## src/rtl/rlo_pkg.sv

```systemverilog
// Shared definitions for the RLO accumulator: opcodes, bracket-op encoding, stack entry.
// Optional edge ops (FP/FN) are enabled by defining RLO_EDGE_EN.
package rlo_pkg;

  localparam logic [4:0] RLO_OP_LD   = 5'h00;
  localparam logic [4:0] RLO_OP_LDN  = 5'h01;
  localparam logic [4:0] RLO_OP_A    = 5'h02;
  localparam logic [4:0] RLO_OP_AN   = 5'h03;
  localparam logic [4:0] RLO_OP_O    = 5'h04;
  localparam logic [4:0] RLO_OP_ON   = 5'h05;
  localparam logic [4:0] RLO_OP_X    = 5'h06;
  localparam logic [4:0] RLO_OP_XN   = 5'h07;
  localparam logic [4:0] RLO_OP_NOT  = 5'h08;
  localparam logic [4:0] RLO_OP_SET  = 5'h09;
  localparam logic [4:0] RLO_OP_CLR  = 5'h0A;
  localparam logic [4:0] RLO_OP_END  = 5'h0B;
  localparam logic [4:0] RLO_OP_APAR = 5'h0C;
  localparam logic [4:0] RLO_OP_OPAR = 5'h0D;
  localparam logic [4:0] RLO_OP_XPAR = 5'h0E;
  localparam logic [4:0] RLO_OP_CPAR = 5'h0F;
  localparam logic [4:0] RLO_OP_FP   = 5'h10;
  localparam logic [4:0] RLO_OP_FN   = 5'h11;

  typedef enum logic [1:0] {
    BR_AND = 2'd0,
    BR_OR  = 2'd1,
    BR_XOR = 2'd2
  } rlo_br_op_e;

  typedef struct packed {
    logic       rlo;
    logic       fc;
    rlo_br_op_e op;
  } rlo_stk_entry_t;

  // Combine the saved outer RLO with the inner bracket result on ')'.
  function automatic logic br_apply(rlo_br_op_e op, logic outer, logic inner);
    case (op)
      BR_AND:  br_apply = outer & inner;
      BR_OR:   br_apply = outer | inner;
      BR_XOR:  br_apply = outer ^ inner;
      default: br_apply = outer & inner;
    endcase
  endfunction

endpackage

```

## src/rtl/rlo_stack_unit_if.sv

```systemverilog
// Operand/control bus between operand fetch and the RLO accumulator.
// Handshake: RLO_EN is a single-cycle execute strobe with no back-pressure; every op
// presented with RLO_EN=1 is accepted at that rising edge and its result is visible after it.
interface rlo_stack_unit_if #(
  parameter int NUM_SRC     = 8,
  parameter int STACK_DEPTH = 7
);
  localparam int SEL_W = (NUM_SRC > 1) ? $clog2(NUM_SRC) : 1;
  localparam int PTR_W = $clog2(STACK_DEPTH + 1);

  logic               RLO_EN;
  logic [4:0]         RLO_OPCode;
  logic [SEL_W-1:0]   RLO_SrcSel;
  logic [NUM_SRC-1:0] RLO_Src;
  logic               RLO_ErrClr;
  logic               RLO;
  logic               RLO_FC;
  logic [PTR_W-1:0]   RLO_Depth;
  logic               RLO_StkOvf;
  logic               RLO_StkUnf;

  modport master (
    output RLO_EN, RLO_OPCode, RLO_SrcSel, RLO_Src, RLO_ErrClr,
    input  RLO, RLO_FC, RLO_Depth, RLO_StkOvf, RLO_StkUnf
  );

  modport slave (
    input  RLO_EN, RLO_OPCode, RLO_SrcSel, RLO_Src, RLO_ErrClr,
    output RLO, RLO_FC, RLO_Depth, RLO_StkOvf, RLO_StkUnf
  );

endinterface

```

## src/rtl/rlo_stack.sv

```systemverilog
// LIFO of bracket frames; the top entry is presented combinationally.
// The caller never asserts push and pop together and filters full/empty requests.
module rlo_stack
  import rlo_pkg::*;
#(
  parameter int STACK_DEPTH = 7
) (
  input  logic                               clk,
  input  logic                               rst_n,
  input  logic                               push,
  input  logic                               pop,
  input  rlo_stk_entry_t                     din,
  output rlo_stk_entry_t                     top,
  output logic                               full,
  output logic                               empty,
  output logic [$clog2(STACK_DEPTH+1)-1:0]   depth
);
  localparam int PTR_W = $clog2(STACK_DEPTH + 1);

  rlo_stk_entry_t mem [STACK_DEPTH];

  assign full  = (depth == PTR_W'(STACK_DEPTH));
  assign empty = (depth == '0);
  assign top   = empty ? '0 : mem[depth - PTR_W'(1)];

  always_ff @(posedge clk or negedge rst_n) begin
    if (!rst_n) begin
      depth <= '0;
      for (int i = 0; i < STACK_DEPTH; i++) mem[i] <= '0;
    end else if (push && !full) begin
      mem[depth] <= din;
      depth      <= depth + PTR_W'(1);
    end else if (pop && !empty) begin
      depth      <= depth - PTR_W'(1);
    end
  end

endmodule

```

## src/rtl/rlo_stack_unit.sv

```systemverilog
// Multi-source RLO accumulator with first-check flag and bracket nesting stack.
// Define RLO_EDGE_EN to add the per-source edge memory used by FP/FN.
module rlo_stack_unit
  import rlo_pkg::*;
#(
  parameter int NUM_SRC     = 8,
  parameter int STACK_DEPTH = 7
) (
  input  logic             CLK,
  input  logic             CPU_Reset_n,
  rlo_stack_unit_if.slave  bus
);
  localparam int PTR_W = $clog2(STACK_DEPTH + 1);

  logic           rlo_q, rlo_n;
  logic           fc_q, fc_n;
  logic           ovf_q, ovf_n, ovf_evt;
  logic           unf_q, unf_n, unf_evt;
  logic           src_ok, s;
  logic           push, pop;
  rlo_br_op_e     push_op;
  rlo_stk_entry_t push_entry, stk_top;
  logic           stk_full, stk_empty;
  logic [PTR_W-1:0] stk_depth;

  assign src_ok = (int'(bus.RLO_SrcSel) < NUM_SRC);
  assign s      = src_ok ? bus.RLO_Src[bus.RLO_SrcSel] : 1'b0;

`ifdef RLO_EDGE_EN
  logic [NUM_SRC-1:0] edge_mem;
  logic               edge_bit, edge_we;

  assign edge_bit = src_ok ? edge_mem[bus.RLO_SrcSel] : 1'b0;

  // Remembers the pre-op RLO per slot so FP/FN can see the previous scan's value.
  always_ff @(posedge CLK or negedge CPU_Reset_n) begin
    if (!CPU_Reset_n)  edge_mem <= '0;
    else if (edge_we)  edge_mem[bus.RLO_SrcSel] <= rlo_q;
  end
`endif

  always_comb begin
    push_entry.rlo = rlo_q;
    push_entry.fc  = fc_q;
    push_entry.op  = push_op;
  end

  rlo_stack #(.STACK_DEPTH(STACK_DEPTH)) u_stack (
    .clk   (CLK),
    .rst_n (CPU_Reset_n),
    .push  (push),
    .pop   (pop),
    .din   (push_entry),
    .top   (stk_top),
    .full  (stk_full),
    .empty (stk_empty),
    .depth (stk_depth)
  );

  always_comb begin
    rlo_n   = rlo_q;
    fc_n    = fc_q;
    push    = 1'b0;
    pop     = 1'b0;
    push_op = BR_AND;
    ovf_evt = 1'b0;
    unf_evt = 1'b0;
`ifdef RLO_EDGE_EN
    edge_we = 1'b0;
`endif
    if (bus.RLO_EN) begin
      case (bus.RLO_OPCode)
        RLO_OP_LD:  begin rlo_n = s;                               fc_n = 1'b0; end
        RLO_OP_LDN: begin rlo_n = ~s;                              fc_n = 1'b0; end
        RLO_OP_A:   begin rlo_n = fc_q ? s  : (rlo_q & s);         fc_n = 1'b0; end
        RLO_OP_AN:  begin rlo_n = fc_q ? ~s : (rlo_q & ~s);        fc_n = 1'b0; end
        RLO_OP_O:   begin rlo_n = fc_q ? s  : (rlo_q | s);         fc_n = 1'b0; end
        RLO_OP_ON:  begin rlo_n = fc_q ? ~s : (rlo_q | ~s);        fc_n = 1'b0; end
        RLO_OP_X:   begin rlo_n = fc_q ? s  : (rlo_q ^ s);         fc_n = 1'b0; end
        RLO_OP_XN:  begin rlo_n = fc_q ? ~s : ~(rlo_q ^ s);        fc_n = 1'b0; end
        RLO_OP_NOT: rlo_n = ~rlo_q;
        RLO_OP_SET: begin rlo_n = 1'b1;                            fc_n = 1'b0; end
        RLO_OP_CLR: begin rlo_n = 1'b0;                            fc_n = 1'b0; end
        RLO_OP_END: fc_n = 1'b1;
        RLO_OP_APAR, RLO_OP_OPAR, RLO_OP_XPAR: begin
          if (stk_full) begin
            ovf_evt = 1'b1;
          end else begin
            push = 1'b1;
            fc_n = 1'b1;
            push_op = (bus.RLO_OPCode == RLO_OP_OPAR) ? BR_OR :
                      (bus.RLO_OPCode == RLO_OP_XPAR) ? BR_XOR : BR_AND;
          end
        end
        RLO_OP_CPAR: begin
          if (stk_empty) begin
            unf_evt = 1'b1;
          end else begin
            pop  = 1'b1;
            fc_n = 1'b0;
            // A bracket opened on a first check just passes its inner result out.
            if (!stk_top.fc) rlo_n = br_apply(stk_top.op, stk_top.rlo, rlo_q);
          end
        end
`ifdef RLO_EDGE_EN
        RLO_OP_FP: if (src_ok) begin
          rlo_n = rlo_q & ~edge_bit;  fc_n = 1'b0;  edge_we = 1'b1;
        end
        RLO_OP_FN: if (src_ok) begin
          rlo_n = ~rlo_q & edge_bit;  fc_n = 1'b0;  edge_we = 1'b1;
        end
`endif
        default: ;
      endcase
    end
    // Clear acts independently of RLO_EN; a same-cycle error event keeps its flag set.
    ovf_n = (bus.RLO_ErrClr ? 1'b0 : ovf_q) | ovf_evt;
    unf_n = (bus.RLO_ErrClr ? 1'b0 : unf_q) | unf_evt;
  end

  always_ff @(posedge CLK or negedge CPU_Reset_n) begin
    if (!CPU_Reset_n) begin
      rlo_q <= 1'b0;
      fc_q  <= 1'b1;
      ovf_q <= 1'b0;
      unf_q <= 1'b0;
    end else begin
      rlo_q <= rlo_n;
      fc_q  <= fc_n;
      ovf_q <= ovf_n;
      unf_q <= unf_n;
    end
  end

  assign bus.RLO        = rlo_q;
  assign bus.RLO_FC     = fc_q;
  assign bus.RLO_Depth  = stk_depth;
  assign bus.RLO_StkOvf = ovf_q;
  assign bus.RLO_StkUnf = unf_q;

endmodule

```

## src/flat_wrapper.sv

```systemverilog
// flat-port wrapper written by rule: the top's interface ports become plain ports
module rlo_stack_unit_flat import rlo_pkg::*;
#(
  parameter int NUM_SRC     = 8,
  parameter int STACK_DEPTH = 7
)
  (CLK, CPU_Reset_n, bus_RLO_EN, bus_RLO_OPCode, bus_RLO_SrcSel, bus_RLO_Src, bus_RLO_ErrClr, bus_RLO, bus_RLO_FC, bus_RLO_Depth, bus_RLO_StkOvf, bus_RLO_StkUnf);
  rlo_stack_unit_if #(.NUM_SRC(NUM_SRC), .STACK_DEPTH(STACK_DEPTH)) bus_i ();
  input  logic CLK;
  input  logic CPU_Reset_n;
  input wire logic [$bits(bus_i.RLO_EN)-1:0] bus_RLO_EN;
  input wire logic [$bits(bus_i.RLO_OPCode)-1:0] bus_RLO_OPCode;
  input wire logic [$bits(bus_i.RLO_SrcSel)-1:0] bus_RLO_SrcSel;
  input wire logic [$bits(bus_i.RLO_Src)-1:0] bus_RLO_Src;
  input wire logic [$bits(bus_i.RLO_ErrClr)-1:0] bus_RLO_ErrClr;
  output wire logic [$bits(bus_i.RLO)-1:0] bus_RLO;
  output wire logic [$bits(bus_i.RLO_FC)-1:0] bus_RLO_FC;
  output wire logic [$bits(bus_i.RLO_Depth)-1:0] bus_RLO_Depth;
  output wire logic [$bits(bus_i.RLO_StkOvf)-1:0] bus_RLO_StkOvf;
  output wire logic [$bits(bus_i.RLO_StkUnf)-1:0] bus_RLO_StkUnf;
  assign bus_i.RLO_EN = bus_RLO_EN;
  assign bus_i.RLO_OPCode = bus_RLO_OPCode;
  assign bus_i.RLO_SrcSel = bus_RLO_SrcSel;
  assign bus_i.RLO_Src = bus_RLO_Src;
  assign bus_i.RLO_ErrClr = bus_RLO_ErrClr;
  assign bus_RLO = bus_i.RLO;
  assign bus_RLO_FC = bus_i.RLO_FC;
  assign bus_RLO_Depth = bus_i.RLO_Depth;
  assign bus_RLO_StkOvf = bus_i.RLO_StkOvf;
  assign bus_RLO_StkUnf = bus_i.RLO_StkUnf;
  rlo_stack_unit #(.NUM_SRC(NUM_SRC), .STACK_DEPTH(STACK_DEPTH)) u_core (.CLK(CLK), .CPU_Reset_n(CPU_Reset_n), .bus(bus_i));
endmodule
```

## config.mk

```make
export PLATFORM = sky130hd
export DESIGN_NAME = rlo_stack_unit_flat
export DESIGN_NICKNAME = d
export VERILOG_FILES = /design/src/rtl/rlo_pkg.sv /design/src/rtl/rlo_stack_unit_if.sv /design/src/rtl/rlo_stack.sv /design/src/rtl/rlo_stack_unit.sv /design/src/flat_wrapper.sv
export SDC_FILE = /design/constraint.sdc
export NUM_CORES = 1
export LEC_CHECK = 0
export CAP_MARGIN = 20
export CORE_MARGIN = 2
export CORE_UTILIZATION = 58
export DETAILED_ROUTE_END_ITERATION = 8
export PLACE_DENSITY_LB_ADDON = 0.05
export SLEW_MARGIN = 25
export SYNTH_ARGS = -nofsm -noshare
export SYNTH_HDL_FRONTEND = slang
export SYNTH_SLANG_ARGS = --single-unit
```

## constraint.sdc

```tcl
create_clock -name CLK -period 9.67 [get_ports CLK]
set_input_delay 2.901 -clock CLK [delete_from_list [all_inputs] [get_ports CLK]]
set_output_delay 2.901 -clock CLK [all_outputs]
set_load 0.005 [all_outputs]
```

==> results of run 1 <==
## final cells by class
class | instances | share of cell area
clock buffer | 6 | 0.03018
inverter | 8 | 0.01097
sequential | 35 | 0.3205
multi-input combinational | 167 | 0.5158
timing repair buffer | 27 | 0.09785
tap | 50 | 0.02286
clock inverter | 1 | 0.001829
## metal layers
metal,GRT usage,vias up,part of all wire,wire [um]
li1,-,859,-,-
met1,0.3102,858,0.43,2221
met2,0.4430,52,0.50,2618
met3,0.04441,7,0.059,305
met4,0.06250,0,0.010,53
met5,0,-,0,0
## cell usage in the layout (no fill, tap or decap), drive strengths merged, types with 4 or more instances in the layout
cell and n:
nand2 23, mux4 6, nand4 5, a21oi 7, nand2b 4, o21ai 18
inv 7, nor4 4, clkbuf 6, nor2b 4, clkdlybuf4s50 26, dfrtp 34
o21a 4, mux2 27, mux2i 5, ha 12, nor2 11
## through the flow
| step | hold slack [ns] | power (uW) | area (um^2) | utilization |
|---|---|---|---|---|
| 3_3_place_gp | 0.4618 | 458.3 | 2649 | 0.6670 |
| 6_report | 0.4840 | 575.8 | 2736 | 0.6890 |
| 2_1_floorplan | 0.4492 | 394.0 | 2372 | - |
| 5_1_grt | 0.5033 | 615.9 | 2736 | 0.6890 |
| 3_5_place_dp | 0.4737 | 471.0 | 2649 | 0.6670 |
| 4_1_cts | 0.4893 | 578.1 | 2736 | 0.6890 |
## cells in the mapped netlist (all sizes together), types with 4 or more instances
library cell / count
a21oi: 7
buf: 4
clkbuf: 7
dfrtp: 34
ha: 12
inv: 7
mux2: 27
mux2i: 5
mux4: 6
nand2: 23
nand2b: 4
nand4: 5
nor2: 11
nor2b: 4
nor4: 4
o21a: 4
o21ai: 18
## registers in the layout, indices dropped and copies added, names as in the netlist
| register | cells |
|---|---|
| u_core.bus.RLO | 1 |
| u_core.bus.RLO_FC | 1 |
| u_core.bus.RLO_StkOvf | 1 |
| u_core.bus.RLO_StkUnf | 1 |
| u_core.u_stack.depth | 3 |
| u_core.u_stack.mem | 28 |
## worst register-to-register path: stages (launching register included)
cell and delay (ns):
dfrtp_1 0.78, clkinv_1 0.54, ha_1 0.75, nor2b_1 0.33, a21oi_1 0.14, nand2_1 0.09, o21ai_0 0.12, o21a_1 0.21
ha_1 0.27, a22oi_1 0.17, o21ai_0 0.11, a21oi_1 0.16, o2111ai_1 0.13, a22o_1 0.23
## worst max path at each step
stage	cells after the start	slack (ns)	startpoint	to
after floorplan	10	4.66	bus_RLO_SrcSel[0]	u_core.bus.RLO
after global placement	11	4.03	bus_RLO_SrcSel[0]	u_core.bus.RLO
after detailed placement	11	3.90	bus_RLO_SrcSel[0]	u_core.bus.RLO
after CTS	11	4.18	bus_RLO_SrcSel[0]	u_core.bus.RLO
after global routing	11	4.03	bus_RLO_SrcSel[0]	u_core.bus.RLO
final	11	4.17	bus_RLO_SrcSel[0]	u_core.bus.RLO
## logic make-up after synthesis
| kind of cell | after synthesis | synth area share |
|---|---|---|
| xor+xnor | 5 | 0.01846 |
| compound gates | 45 | 0.1213 |
| mux | 38 | 0.2126 |
| flops | 35 | 0.3697 |
| simple gates | 67 | 0.1793 |
| fa+ha+maj | 12 | 0.06329 |
| buf+inv | 19 | 0.03534 |
## power by group
part	switching, uW	internal (uW)	leakage, uW	total, uW
clock	48.6	55.8	0.0000470	104
combinational	126	116	0.000662	242
sequential	53.5	176	0.000473	230
total	228	348	0.00118	576
==> results by group, run 1 <==
Status
  • Outcome: completed

Critical path
  • Setup crit start kind: input port
  • Worst R2R Setup Slack: 5.51 ns
  • Reg2reg end: u_core.bus.RLO
  • Crit path capture type: flop
  • CP top delay family: multiplexers
  • CP max stage delay: 0.53 ns
  • RR Startpoint: u_core.u_stack.depth[0]
  • WP buf/inv: 2
  • Crit path required time: slightly below 10 ns
  • Reg2Reg Depth: 13
  • Cell breakdown of the critical path: clkdlybuf4s50_1 > mux4_2 > mux2_2 > inv_1 > ha_1 > mux2i_1 > nor2_1 > o32a_1 > o211a_1 > o2111ai_1 > a22o_1
  • Worst Path Arrival: 5.71 ns
  • CP max FO: 8
  • Critical-path cell with the highest stage delay: clkdlybuf4s50_1
  • Setup CP Type: in2reg

Floorplan
  • Die W: 67.96 um
  • Die area: 0.004618 mm^2
  • Chip height: 67.96 um
  • Placeable Area: 0.003971 mm^2
  • IO Pins: 27
  • Initial Utilization: 0.5974
  • Num rows: 23

Drt
  • Vias: 1776
  • Drt initial violations: 136
  • Routed Antenna Nets: 0
  • Avg WL per Cell: about 18 um
  • DRC errors left: 0
  • Drt pass-1 iters: 4
  • Routed WL: 5198 um
  • Vias per cell: 6.041

Timing
  • Clock skew: 0.008144 ns
  • Final worst slack: 4.170 ns
  • Endpoints failing hold: 0
  • FMAX: between 0.15 and 0.2 GHz
  • Final setup TNS: 0 ns
  • Unrepaired setup endpoints after global routing: no
  • Final setup fails: 0
  • Period utilisation layout: 0.5688
  • Worst-Margin Slew: 0.8168 ns
  • Final max-slew violation count: 0
  • Clock period minus worst slack: 5.500 ns
  • Relative slew slack: 0.4513

Power and ir drop
  • LEAKAGE: 0.001182 uW
  • VDD IR-drop max: about 0.00012 V
  • Power Density: around 210 mW/mm^2

Clocking
  • CTS Hold Buffers Added: 0
  • TritonCTS Buffers: 5
  • Clk sinks: 35
  • CTS root buf: clkbuf_8
  • CTS max path bufs: 2
  • CTS tree: done
  • Worst skew pair latency: 0.28 ns
  • Clk pin slew, worst setup/hold paths: 0.06 ns
  • CTS resizes: 0
  • CTS HTree Levels: 2
  • Post-CTS Setup Bufs: 0

Logic synthesis
  • Top_reg_cell synth: dfrtp_1
  • Yosys warning total: 0
  • Async S/R FF share, synth: 1.000
  • Post-synth cell types: 51
  • Synthesized cell area: 0.002372 mm^2
  • Mapped Cells: 221
  • Synth Register Bits: 35
  • Synth top area share: 0.3586
  • Mean Syn Cell Area: 10.73 um^2
  • Synth area leader: dfrtp_1
  • Main area contributors after synthesis: dfrtp_1, ha_1, mux2_1
  • Net Count, Synth: 253
  • Sequential share of the synthesized area: 0.3697
  • Post-synth EDFFs: 0

GRT
  • Vias in the first global route: 1789
  • Gr ovfl total: 0
  • Overall routing resource usage: 0.2484
  • First-pass GRT wire length: approximately 8500 um
  • Largest net degree at the start of global routing: 36
  • Initial antenna violation count: 0

Layout
  • Fill cells: 317
  • Register area: 877.1 um^2
  • Total Nets Final: approximately 280
  • Share of cells above drive strength 1: 0.1516
  • Multi-input gate area: 0.001411 mm^2
  • Non-Filler Instances: 294
  • Area Overhead vs Synth: 15.35%
  • Diodes inserted: 0

Run
  • MaxCap Viol Count: 0

Hold path
  • Hold Path Depth: 1
  • Tightest Hold Check Type: reg2reg
  • Min-Delay Endpoint: u_core.u_stack.mem[22]
  • Hold Path Origin: u_core.u_stack.mem[22]

Placement
  • Final GP Congestion: 0.8058
  • Setup Slack @ Placement: between 3 and 4 ns
  • DP HPWL: ~3800 um
  • Placed insts: 287
  • PortBufs: 26
Power figures use the tool's default switching activity.
==> run 2: changes to the inputs <==
--- a/config.mk
+++ b/config.mk
@@ -7,7 +7,7 @@
 export LEC_CHECK = 0
 export CAP_MARGIN = 20
 export CORE_MARGIN = 2
-export CORE_UTILIZATION = 58
+export CORE_UTILIZATION = 56
 export DETAILED_ROUTE_END_ITERATION = 8
 export PLACE_DENSITY_LB_ADDON = 0.05
 export SLEW_MARGIN = 25
==> constraint.sdc (replaced) <==
create_clock -name CLK -period 5.5 [get_ports CLK]
set_input_delay 1.65 -clock CLK [delete_from_list [all_inputs] [get_ports CLK]]
set_output_delay 1.65 -clock CLK [all_outputs]
set_load 0.005 [all_outputs]
==> run 2 against run 1 <==
Setup slack worse by 2.9 ns. Sequential share of layout area fell by 0.10 points. Combinational power increased by 89%. Count of clock-buffer cells in the layout decreased by 1. Flip-flop and latch count unchanged. Via count is 1.7% higher. Clock power increased by 81%. Critical path type unchanged. Largest power group unchanged. Highest routed layer unchanged.
==> results by group, run 2 (same netlist as run 1, synthesis figures left out) <==
Critical path
  • CP max FO: 8
  • Setup CP Type: in2reg
  • Cell breakdown of the critical path: clkdlybuf4s50_1 > mux4_2 > mux2_2 > inv_1 > ha_1 > mux2i_1 > nor2_1 > o32a_1 > o211a_1 > o2111ai_1 > a22o_1
  • Crit path required time: 5.72 ns
  • Critical-path cell with the highest stage delay: clkdlybuf4s50_1
  • Setup crit start kind: input port
  • Worst Path Arrival: 4.50 ns
  • Crit path capture type: flop
  • CP max stage delay: 0.52 ns

Floorplan
  • IO Pins: 27
  • Chip height: 69.09 um
  • Placeable Area: a little over 0.004 mm^2
  • Die W: 69.09 um
  • Num rows: 23
  • Initial Utilization: 0.5888
  • Die area: 0.004773 mm^2

Timing
  • Relative slew slack: 0.4575
  • Period utilisation layout: 0.7779
  • Unrepaired setup endpoints after global routing: no
  • Clock period minus worst slack: 4.279 ns
  • Worst-Margin Slew: 0.8076 ns
  • Final setup TNS: 0 ns
  • Final setup fails: 0
  • Clock skew: 0.004803 ns
  • FMAX: between 0.2 and 0.25 GHz
  • Final max-slew violation count: 0
  • Endpoints failing hold: 0

GRT
  • Overall routing resource usage: 0.2374
  • First-pass GRT wire length: 9045 um
  • Gr ovfl total: 0
  • Largest net degree at the start of global routing: 36
  • Initial antenna violation count: 0
  • Vias in the first global route: 1850

Layout
  • Share of cells above drive strength 1: 0.1585
  • Area Overhead vs Synth: 15.72%
  • Finished Cell Area: 0.002745 mm^2
  • Most frequent cells in the layout: dfrtp_1, clkdlybuf4s50_1, nand2_1
  • Total Nets Final: ~280
  • Max reg flops: 28
  • Most common cell after layout, fill and taps aside: dfrtp_1
  • Final Util: 0.6814
  • Register with the most flip-flops: u_core.u_stack.mem
  • Largest registers: u_core.u_stack.mem: 28 flops, u_core.u_stack.depth: 3 flops
  • Fill cells: 319
  • Diodes inserted: 0

Clocking
  • CTS resizes: 0
  • Clk pin slew, worst setup/hold paths: around 0.070 ns
  • TritonCTS Buffers: 5
  • Clk sinks: 35
  • CTS tree: done
  • CTS root buf: clkbuf_8
  • Post-CTS Setup Bufs: 0
  • CTS max path bufs: 2
  • Worst skew pair latency: 0.29 ns
  • CTS HTree Levels: 2
  • CTS Hold Buffers Added: 0

Power and ir drop
  • Power Density: 373.1 mW/mm^2
  • VDD IR-drop max: about 0.00023 V
  • LEAKAGE: 0.001180 uW

Placement
  • Dpl cell area: 0.002656 mm^2
  • DP HPWL: 3904 um
  • PortBufs: 26
  • Final GP Congestion: 0.8311

Drt
  • Avg WL per Cell: approximately 18 um
  • Drt initial violations: 184
  • Vias per cell: 6.105
  • Vias: 1807
  • Routed WL: approximately 5300 um
  • Drt pass-1 iters: 4
  • Routed Antenna Nets: 0
  • DRC errors left: 0

Status
  • Outcome: completed

Run
  • MaxCap Viol Count: 0

Hold path
  • Tightest Hold Check Type: reg2reg
-- run 2: changes by cell type in the layout (fill, tap and decap cells not counted) --
cell / previous run / this run
clkinvlp_4: 0 / 2
buf_4: 1 / 2
clkbuf_8: 6 / 5
-- run 2: worst paths after layout --
kind / depth (start not counted) / end / startpoint / slack (ns)
max: 11 / u_core.bus.RLO / bus_RLO_SrcSel[0] / 1.22
max in group asynchronous: 2 / u_core.bus.RLO_FC / CPU_Reset_n / 3.39
min in group asynchronous: 2 / u_core.u_stack.mem[14] / CPU_Reset_n / 1.77
max reg2reg: 13 / u_core.bus.RLO / u_core.u_stack.depth[0] / 1.31
min: 1 / u_core.u_stack.mem[22] / u_core.u_stack.mem[22] / 0.49
min reg2reg: 1 / u_core.u_stack.mem[22] / u_core.u_stack.mem[22] / 0.49
-- run 2: area by class of cell --
cell class | instances | area (um^2) | area share
Multi-Input combinational cell | 167 | 1411 | 0.5141
Clock inverter | 3 | 20.02 | 0.007293
Tap cell | 50 | 62.56 | 0.02279
Inverter | 8 | 30.03 | 0.01094
Timing Repair Buffer | 28 | 275.3 | 0.1003
Sequential cell | 35 | 877.1 | 0.3195
Clock buffer | 5 | 68.82 | 0.02507
-- run 2: power breakdown --
| part | leakage (uW) | total, uW | switching [uW] | internal [uW] |
|---|---|---|---|---|
| logic | 0.000667 | 458 | 250 | 208 |
| clock network | 0.0000402 | 188 | 99.6 | 88.1 |
| registers | 0.000473 | 379 | 68.4 | 310 |
-- run 2: worst max-delay path: cells and delay by family --
| family | cells | cell delay, ns |
|---|---|---|
| buffers and inverters | 2 | 0.64 |
| muxes | 3 | 1.00 |
| AOI/OAI and AO/OA | 4 | 0.89 |
| adders and majority gates | 1 | 0.25 |
| and+or+nand+nor | 1 | 0.06 |
-- run 2: per-layer routing --
metal  wire, um  GRT usage
met1       2269     0.3108
met5          0          0
met2       2628     0.3750
met3        203    0.05117
met4        154     0.1133
-- run 2: per-stage QoR --
step | hold slack (ns) | power, uW | worst slack (ns) | std cells
floorplan | 0.4492 | 692.8 | 1.738 | 221
global placement | 0.4622 | 817.4 | 1.122 | 288
detailed placement | 0.4734 | 841.1 | 0.9296 | 288
CTS | 0.4887 | 1029 | 1.226 | 296
global route | 0.4998 | 1094 | 1.040 | 296
finish | 0.4868 | 1024 | 1.221 | 296
==> run 3: changes to the inputs <==
==> constraint.sdc (replaced) <==
create_clock -name CLK -period 4.1 [get_ports CLK]
set_input_delay 1.23 -clock CLK [delete_from_list [all_inputs] [get_ports CLK]]
set_output_delay 1.23 -clock CLK [all_outputs]
set_load 0.005 [all_outputs]
==> run 3 against run 2 <==
Count of clock-buffer cells in the layout unchanged. Setup slack worse by 0.90 ns. Largest power group unchanged. Final area up 1.1%. Core utilization up 0.75 points. Hold slack better by 0.0017 ns.
==> results by group, run 3 (same netlist as run 1, synthesis figures left out) <==
Placement
  • PortBufs: 26
  • Dpl cell area: ~0.0027 mm^2
  • Final GP Congestion: 0.8272
  • DP HPWL: 3954 um
  • Placed insts: approximately 290

Critical path
  • Critical-path cell with the highest stage delay: clkdlybuf4s50_1
  • Worst R2R Setup Slack: 0.54 ns
  • Reg2Reg Depth: 13
  • CP max FO: 8
  • Setup crit start kind: input port
  • CP max stage delay: 0.52 ns
  • Worst Path Arrival: 4.01 ns
  • Crit path required time: 4.32 ns
  • Setup CP Type: in2reg
  • Cell breakdown of the critical path: clkdlybuf4s50_1 > mux4_2 > mux2_2 > inv_1 > ha_1 > mux2i_1 > nor2_1 > o32a_1 > o211a_1 > o2111ai_1 > a22o_1
  • Crit path capture type: flop

Layout
  • Most common cell after layout, fill and taps aside: dfrtp_1
  • Final Util: 0.6888
  • Diodes inserted: 0
  • Area Overhead vs Synth: 16.98%
  • Finished Cell Area: approximately 0.0028 mm^2
  • Most frequent cells in the layout: dfrtp_1, clkdlybuf4s50_1, nand2_1
  • Max reg flops: 28
  • Share of cells above drive strength 1: 0.1720
  • Total Nets Final: 281
  • Register with the most flip-flops: u_core.u_stack.mem
  • Largest registers: u_core.u_stack.mem: 28 flops, u_core.u_stack.depth: 3 flops
  • Non-Filler Instances: 300

Power and ir drop
  • Power Density: 498.9 mW/mm^2
  • VDD IR-drop max: 0.0003219 V
  • Total power: about 1400 uW
  • LEAKAGE: 0.001199 uW

Drt
  • Drt initial violations: 144
  • Avg WL per Cell: 17.47 um
  • Routed Antenna Nets: 0
  • Vias: 1819
  • DRC errors left: 0
  • Routed WL: ~5200 um
  • Drt pass-1 iters: 5
  • Vias per cell: between 6 and 7

GRT
  • First-pass GRT wire length: approximately 8800 um
  • Largest net degree at the start of global routing: 36
  • Vias in the first global route: 1852
  • Initial antenna violation count: 0
  • Gr ovfl total: 0
  • Overall routing resource usage: 0.2302

Timing
  • Clock period minus worst slack: approximately 3.8 ns
  • Final setup fails: 0
  • Clock skew: 0.006521 ns
  • Final setup TNS: 0 ns
  • Final max-slew violation count: 0
  • Relative slew slack: 0.4444
  • Worst-Margin Slew: 0.8271 ns
  • FMAX: 0.2644 GHz
  • Unrepaired setup endpoints after global routing: no
  • Period utilisation layout: 0.9225
  • Endpoints failing hold: 0

Status
  • Outcome: completed

Hold path
  • Tightest Hold Check Type: reg2reg
  • Hold Path Depth: 1

Floorplan
  • Die W: 69.09 um
  • Die area: 0.004773 mm^2
  • IO Pins: 27
  • Initial Utilization: 0.5888
  • Placeable Area: 0.004029 mm^2
  • Num rows: 23
  • Chip height: 69.09 um

Clocking
  • Clk sinks: 35
  • CTS Hold Buffers Added: 0
  • Post-CTS Setup Bufs: 0
  • CTS max path bufs: 2
  • CTS root buf: clkbuf_8
  • CTS resizes: 0
  • CTS HTree Levels: 2
  • TritonCTS Buffers: 5
  • Worst skew pair latency: 0.29 ns
  • CTS tree: done
  • Clk pin slew, worst setup/hold paths: about 0.070 ns

Run
  • MaxCap Viol Count: 0
-- run 3: changes by cell type in the layout (fill, tap and decap cells not counted), sizes merged --
cell / previous run / this run
buf: 2 / 6
-- run 3: power by group --
part / switching [uW] / internal [uW]
clock network: 131 / 118
registers: 101 / 416
logic: 329 / 289
-- run 3: path summary, 6_finish.rpt --
| kind | from | endpoint |
|---|---|---|
| max | bus_RLO_SrcSel[0] | u_core.bus.RLO |
| min | u_core.u_stack.mem[22] | u_core.u_stack.mem[22] |
| max reg2reg | u_core.u_stack.depth[1] | u_core.bus.RLO |
| min reg2reg | u_core.u_stack.mem[22] | u_core.u_stack.mem[22] |
| max in group asynchronous | CPU_Reset_n | u_core.bus.RLO_FC |
| min in group asynchronous | CPU_Reset_n | u_core.u_stack.mem[21] |
-- run 3: layout make-up --
class                           count  area, um^2
Clock buffer                        5       68.82
Clock inverter                      3       20.02
Fill cell                         306        1254
Inverter                            8       30.03
Multi-Input combinational cell    167        1411
Sequential cell                    35       877.1
Tap cell                           50       62.56
Timing Repair Buffer               32       305.3
-- run 3: through the flow --
| step | hold WS, ns | setup slack [ns] |
|---|---|---|
| after floorplan | 0.4492 | 0.6600 |
| after global placement | 0.4615 | 0.1487 |
| after detailed placement | 0.4721 | 0.03079 |
| after CTS | 0.4879 | 0.3343 |
| after global routing | 0.5063 | 0.1970 |
| final | 0.4886 | 0.3176 |
-- run 3: worst max-delay path: cells and delay by family --
| family | cells | cell delay [ns] |
|---|---|---|
| simple gates | 1 | 0.06 |
| buf+inv | 2 | 0.62 |
| fa+ha+maj | 1 | 0.24 |
| compound gates | 4 | 0.85 |
| mux | 3 | 1.01 |
-- run 3: layer usage --
layer	part of all wire	vias up	GRT usage	routed length [um]
li1	-	866	-	-
met1	0.41	897	0.2867	2129
met2	0.53	48	0.4060	2764
met3	0.051	8	0.04240	267
met4	0.015	0	0.06754	80
met5	0	-	0	0
